--- src/rtl/hps_uio_cmd.sv ---
// Framed command parser for the HPS user-I/O word stream: config write,
// video-timing table write and status read-back, all on clk_sys.
module hps_uio_cmd #(
  parameter logic [15:0] CFG_INIT    = 16'h0000,
  parameter int          VMODE_WORDS = 8,
  parameter logic [15:0] STATUS_VER  = 16'h0001
) (
  input  logic                      clk_sys,
  input  logic                      reset_n,
  input  logic                      io_uio,
  input  logic                      io_strobe,
  input  logic [15:0]               io_din,
  output logic [15:0]               io_dout,
  output logic                      io_wait,
  input  logic [15:0]               status_in,
  output logic [15:0]               cfg,
  output logic                      cfg_stb,
  output logic                      cfg_ready,
  output logic [12*VMODE_WORDS-1:0] vmode_data,
  output logic                      vmode_stb,
  output logic [1:0]                o_dbg_state
);

  // Handshake: a rising edge of io_strobe while io_uio is high presents one
  // io_din word; io_wait high means io_dout is not yet valid, so the HPS
  // samples io_dout only once io_wait has dropped.

  typedef enum logic [1:0] {S_IDLE, S_CMD, S_PAYLOAD, S_SKIP} state_t;

  localparam logic [3:0] LAST_IDX = 4'(VMODE_WORDS - 1);

  state_t      r_state, w_next;
  logic        r_old_strobe;
  logic        w_wev, w_take_cmd, w_take_pay, w_cmd_known;
  logic        w_set_cfg, w_vm_stage, w_vm_done, w_status_wev;
  logic [7:0]  r_cmd;
  logic [3:0]  r_widx;
  logic [1:0]  r_wait_cnt;
  logic [15:0] r_status, r_dout, r_cfg;
  logic        r_cfg_stb, r_cfg_ready, r_vmode_stb;
  logic [11:0] r_shadow [VMODE_WORDS];
  logic [12*VMODE_WORDS-1:0] r_vmode;

  assign w_wev       = io_strobe & ~r_old_strobe;
  assign w_cmd_known = (io_din[7:0] == 8'h01) || (io_din[7:0] == 8'h02) ||
                       (io_din[7:0] == 8'h20);

  always_ff @(posedge clk_sys or negedge reset_n) begin
    if (!reset_n) r_state <= S_IDLE;
    else          r_state <= w_next;
  end

  // Dropping io_uio always wins, including over a word arriving that cycle.
  always_comb begin
    w_next     = r_state;
    w_take_cmd = 1'b0;
    w_take_pay = 1'b0;
    if (!io_uio) begin
      w_next = S_IDLE;
    end else begin
      case (r_state)
        S_IDLE: w_next = S_CMD;
        S_CMD: begin
          if (w_wev) begin
            w_take_cmd = 1'b1;
            w_next     = w_cmd_known ? S_PAYLOAD : S_SKIP;
          end
        end
        S_PAYLOAD, S_SKIP: w_take_pay = w_wev;
        default: w_next = S_IDLE;
      endcase
    end
  end

  assign w_set_cfg    = w_take_pay && (r_state == S_PAYLOAD) && (r_cmd == 8'h01) && (r_widx == 4'd0);
  assign w_vm_stage   = w_take_pay && (r_state == S_PAYLOAD) && (r_cmd == 8'h20) && (r_widx <= LAST_IDX);
  assign w_vm_done    = w_vm_stage && (r_widx == LAST_IDX);
  assign w_status_wev = w_take_pay && (r_state == S_PAYLOAD) && (r_cmd == 8'h02);

  always_ff @(posedge clk_sys or negedge reset_n) begin
    if (!reset_n) begin
      r_old_strobe <= 1'b0;
      r_cmd        <= 8'h00;
      r_widx       <= 4'd0;
    end else begin
      r_old_strobe <= io_strobe;
      if (!io_uio) begin
        r_cmd  <= 8'h00;
        r_widx <= 4'd0;
      end else if (w_take_cmd) begin
        r_cmd  <= io_din[7:0];
        r_widx <= 4'd0;
      end else if (w_take_pay && (r_widx != 4'd15)) begin
        r_widx <= r_widx + 4'd1;
      end
    end
  end

  always_ff @(posedge clk_sys or negedge reset_n) begin
    if (!reset_n) begin
      r_cfg       <= CFG_INIT;
      r_cfg_stb   <= 1'b0;
      r_cfg_ready <= 1'b0;
      r_vmode     <= '0;
      r_vmode_stb <= 1'b0;
      for (int k = 0; k < VMODE_WORDS; k++) r_shadow[k] <= 12'h000;
    end else begin
      r_cfg_stb   <= 1'b0;
      r_vmode_stb <= 1'b0;
      if (w_set_cfg) begin
        r_cfg       <= io_din;
        r_cfg_stb   <= 1'b1;
        r_cfg_ready <= 1'b1;
      end
      for (int k = 0; k < VMODE_WORDS; k++) begin
        if (w_vm_stage && (r_widx == 4'(k))) r_shadow[k] <= io_din[11:0];
      end
      // The final word bypasses its shadow slot so the table lands in one cycle.
      if (w_vm_done) begin
        for (int k = 0; k < VMODE_WORDS - 1; k++) r_vmode[12*k +: 12] <= r_shadow[k];
        r_vmode[12*(VMODE_WORDS-1) +: 12] <= io_din[11:0];
        r_vmode_stb <= 1'b1;
      end
    end
  end

  always_ff @(posedge clk_sys or negedge reset_n) begin
    if (!reset_n) begin
      r_dout     <= 16'h0000;
      r_status   <= 16'h0000;
      r_wait_cnt <= 2'd0;
    end else if ((w_next == S_IDLE) && (r_state != S_IDLE)) begin
      r_dout     <= 16'h0000;
      r_wait_cnt <= 2'd0;
    end else if (w_take_cmd) begin
      r_dout     <= (io_din[7:0] == 8'h02) ? STATUS_VER : 16'h0000;
      r_wait_cnt <= (io_din[7:0] == 8'h02) ? 2'd2 : 2'd0;
    end else begin
      if (r_wait_cnt != 2'd0) begin
        r_status   <= status_in;
        r_dout     <= STATUS_VER;
        r_wait_cnt <= r_wait_cnt - 2'd1;
      end
      if (w_status_wev) r_dout <= (r_widx == 4'd0) ? r_status : 16'h0000;
    end
  end

  assign io_dout     = r_dout;
  assign io_wait     = (r_wait_cnt != 2'd0);
  assign cfg         = r_cfg;
  assign cfg_stb     = r_cfg_stb;
  assign cfg_ready   = r_cfg_ready;
  assign vmode_data  = r_vmode;
  assign vmode_stb   = r_vmode_stb;
  assign o_dbg_state = r_state;

endmodule

--- config.mk ---
export PLATFORM = sky130hd
export DESIGN_NAME = hps_uio_cmd
export DESIGN_NICKNAME = d
export VERILOG_FILES = /design/src/rtl/hps_uio_cmd.sv
export SDC_FILE = /design/constraint.sdc
export NUM_CORES = 1
export LEC_CHECK = 0
export CAP_MARGIN = 40
export CORE_AREA = 5 5 173 175
export CTS_CLUSTER_DIAMETER = 100
export CTS_CLUSTER_SIZE = 20
export DETAILED_ROUTE_END_ITERATION = 8
export DIE_AREA = 0 0 178 180
export GPL_TIMING_DRIVEN = 0
export HOLD_SLACK_MARGIN = 0.12
export SYNTH_ARGS = -nofsm -noshare
export SYNTH_HDL_FRONTEND = slang
export SYNTH_SLANG_ARGS = --single-unit
--- constraint.sdc ---
create_clock -name clk_sys -period 3.2 [get_ports clk_sys]
set_clock_uncertainty 0.2 [all_clocks]
set_input_delay 0.96 -clock clk_sys [delete_from_list [all_inputs] [get_ports clk_sys]]
set_output_delay 0.96 -clock clk_sys [all_outputs]
set_load 0.05 [all_outputs]
After elaboration in Yosys (flattened, before gate mapping)
Cells that the tools add are included.

Input port bits: 36. Bits in registers: 248. Word-level logic and storage cells: 98.

$add $sub $neg: 2. Bitwise gates (word level): 4. Equality and inequality tests: 19. Magnitude comparators: 1. Reduce and logical (&&, ||, !) cells: 27. Muxes and demuxes: 26.

Operators with widths (number): $mux 16 (5); $eq 4x3->1 const B (4); $eq 8x1->1 const B (2); $eq 8x2->1 const B (2); $eq 8x6->1 const B (2); $logic_and 1x1->1 (16); $mux 8 (2); $mux 2 (6); $mux 4 (3); $mux 1 (9); $eq 4x2->1 const B (2); $add 4x1->4 const B (1); $eq 2x2->1 const B (2); $eq 4x1->1 const B (1); $le 4x3->1 const B (1); $logic_not 2->1 (2); $logic_not 4->1 (1); $ne 4x4->1 const B (1); $pmux 2 s2 (1); $reduce_bool 2->1 (2); $reduce_bool 4->1 (1); $ne 3x1->1 const B (1); $not 1->1 (3); $reduce_and 3->1 (1); other kinds (7) (8).

Logic depth before layout (Yosys ltp)
Depth after elaboration: 11. Gate-level depth with buffers: 7.

Worst setup path after synthesis
No wires, ideal clock.

Path type: in2reg. Start: in io_uio. End: reg r_vmode[92] (netlist: vmode_data[92]). Setup slack: 424 ps. Stages: 7. Setup time: 125 ps. Data arrival time: 2452 ps. Data required time: 2875 ps. Cells stage by stage: clkbuf_2 > and4b_1 > nand4_4 > nor2_2 > buf_4 > buf_4 > mux2_2.

Longest elaborated chain between the ends: 5.

Ends and longest elaborated chain: start: declaration (line 10) `input logic io_uio,`; $mux 1 (line 58) `if (!io_uio) begin`; $logic_and 1x1->1 (3 in series) (line 76) `assign w_vm_stage = w_take_pay && (r_state == S_PAYLOAD) && (r_cmd == 8'h20) && (r_widx <= LAST_IDX);`; $logic_and 1x1->1; end signal: indexed assignment (line 121) `r_vmode[12*(VMODE_WORDS-1) +: 12] <= io_din[11:0];`; end: declaration (line 42) `logic [12*VMODE_WORDS-1:0] r_vmode;`.

Every way passes these cells. A chain may end at the register's enable or synchronous reset.

Worst setup path after layout
Start: reg r_state[0] (netlist: o_dbg_state[0]). End: out o_dbg_state[0].

RTL lines: start: declaration (line 32) `state_t r_state, w_next;`; start signal: assignment (line 50) `else r_state <= w_next;`; end: declaration (line 21) `output logic [1:0] o_dbg_state`.

No word-level cell between the ends.

==> impl_metrics.tcl <==
set metrics [dict create \
    ys_top_cells_by_count "dfrtp_1 (248), mux2_2 (194), nand2_1 (22)" \
    crit_path_end_kind "output port" \
    drt-initial-drc-count 253 \
    use_met1 0.212 \
    synth-compound-area-share 0.0270 \
    cts-root-buf "clkbuf_16" \
    synthAdderAreaFrac 0.00644 \
    yosysTopAreaCell "dfrtp_1" \
    synth_cell_types 49 \
    hold_violations 0 \
    tightest_slew_ns 0.825 \
    path_class "reg -> out" \
    drc 0 \
    post-route-period-util 0.965 \
    start_util 0.343 \
    ys_seq_area_frac 0.638 \
    drv_slew 0 \
    critPathBufInv 1 \
    cts_buffers 16 \
    yosysMostFrequentCell "dfrtp_1" \
    ant_nets 0 \
    synthFlopType "dfrtp_1" \
    via_count 5639 \
    ys_async_sr_fraction 1.00 \
    htree_levels 1 \
    dieArea_sq_um 32000 \
    netlist_instances 619 \
    place_area_sq_um 12000 \
    crit_cells 1 \
    clockBufferDepth 3 \
    grt_pass1_wl_microns 36800 \
    ys_top_cells_by_area "dfrtp_1 (64%), mux2_2 (22%), mux2_4 (1.4%), a22o_1 (1.4%), mux2_1 (1.2%)" \
    core_sq_um 28300 \
    rsz0062_at_grt "no" \
    dp_hpwl_microns 16100 \
    area_growth_pct 28.4 \
    synthSimpleGateAreaFrac 0.0499 \
    p_leak_nw 5.87 \
    fp.dieW_microns 178 \
    postCtsHoldBufs 0 \
    drive_gt1_frac 0.329 \
    antenna_found_initial 1 \
    fmax_mhz 324 \
    drv_cap 0 \
    synth_edf_count 0 \
    reg2reg_from "r_widx[0]" \
    synthMuxAreaShare 0.251 \
    cp.required_ns 2.04 \
    design_area_sq_um 12500 \
    grt_util_met3 0.0334 \
    grt_pass1_vias 6013 \
    cts_tree "built" \
    synth_top_area_share 0.638 \
    status "completed" \
    syn_area_sq_um 9720 \
    top_usage_layer "met2" \
    die_h_microns 180 \
    cpMaxStageDelayCell "clkdlybuf4s50_1" \
    dr.pass1.iters 4 \
    layout.nets 854 \
    arrival_ns 1.93 \
    ys_ff_latch 248 \
    postSynthAreaPerCell_sq_um 15.7 \
    ios 170 \
    synth_top_family_by_area "multiplexers" \
    viasPerCell 4.71 \
    cp-start-kind "register" \
    wl_per_cell_microns 19.6 \
    insertion_delay_ns 0.49 \
    cts.sinks 248 \
    antenna_cells 0 \
    path_delay_family "buffers and inverters" \
    slew_headroom 0.450 \
    path_cells "clkdlybuf4s50_1" \
    globalRouteOverflowTotal 0 \
    portBuffers 168 \
    synthXorXnorAreaFrac 0.00360 \
    gp_congestion 0.766 \
    reg2regPathDepth 7 \
    min_period_ns 3.09 \
    routed_wl_microns 23500 \
    grtUsageMet2 0.231 \
    tns_ns 0 \
    critPathMaxStageDelay_ns 0.89 \
    fin_total_pwr_mw 5.88 \
    worst-path-max-fanout 8 \
    postCtsSetupRepairBufs 0 \
    yosysWarnings 0 \
    min_path_type "in -> async" \
    ir_worst_vdd_v 0.000308 \
    power_density_nw_per_um2 471 \
    clkTransAtPathRegs_ns 0.08 \
    rrSetupSlack_ns 0.33 \
    synthesis.nets 660 \
    r2r_end "cfg[8]" \
    track_usage 0.147 \
    post-route-util 0.441 \
    num_rows 62 \
    setup_violations 0 \
    grt_max_degree 110 \
]
per-layer routing:
metal  vias to the layer above  share of wire
met2                       131           0.46
li1                       2570              -
met5                         -              0
met3                        15          0.060
met1                      2923           0.47
met4                         0          0.010
placed cells by master, fill, tap and decap left out, types with 3 or more instances in the layout:
master	count
mux2_1	10
buf_6	5
buf_4	9
buf_8	4
nor2_1	12
clkbuf_1	11
dfrtp_1	248
inv_1	7
mux2_2	194
a22o_1	15
nand2_1	22
a21oi_1	3
mux2_4	9
buf_2	13
ha_1	5
clkdlybuf4s50_1	166
clkbuf_16	17
a21boi_0	8
nor3_1	5
cell type report:
class | instances | area (sq um)
fill | 2560 | 15800
clock buffer | 18 | 439
inverter | 7 | 26.3
timing repair buffer | 176 | 1820
clock inverter | 1 | 11.3
buffer | 36 | 201
sequential | 248 | 6210
tap | 384 | 480
multi-input combinational | 328 | 3300
power breakdown:
part / total [mW] / switching [mW] / internal (mW)
clock network: 2.01 / 1.03 / 0.981
logic: 0.555 / 0.316 / 0.239
registers: 3.32 / 0.0656 / 3.26
total: 5.88 / 1.41 / 4.48
registers in the layout (all words and copies together) (netlist names), 2 cells and up:
signal / flops
o_dbg_state: 2
cfg: 16
r_widx: 4
io_dout: 16
vmode_data: 96
r_cmd: 8
r_shadow: 84
r_wait_cnt: 2
r_status: 16
through the flow:
stage / setup WS (ns) / hold WS (ns) / cells
after floorplan: 0.424 / 0.252 / 619
after global placement: -9.96 / 0.251 / 1171
after detailed placement: -0.473 / 0.257 / 1179
after CTS: 0.0399 / 0.156 / 1198
after global routing: 0.0217 / 0.176 / 1198
final: 0.111 / 0.159 / 1198
kinds of logic after synthesis:
| group | after synthesis |
|---|---|
| flip-flops | 248 |
| multiplexers | 214 |
| AND/OR/NAND/NOR | 71 |
| buffers and inverters | 43 |
| AO/OA/AOI/OAI | 34 |
| adder cells (fa/ha/maj) | 5 |
| XOR/XNOR | 4 |
how the worst max path moves through the flow:
stage,from,endpoint,slack [ns]
floorplan,io_uio,vmode_data[92],0.42
global placement,reset_n,r_shadow[68],-9.96
detailed placement,io_strobe,vmode_data[61],-0.47
CTS,io_strobe,vmode_data[64],0.04
global route,o_dbg_state[0],o_dbg_state[0],0.02
finish,o_dbg_state[0],o_dbg_state[0],0.11
timing repair:
action / 4_1_cts / 5_1_grt
setup endpoints to repair: 1 / 42
gates resized for setup: 1 / 2
endpoints found under the hold margin: 0 / 0
(Power assumes the default switching activity.)
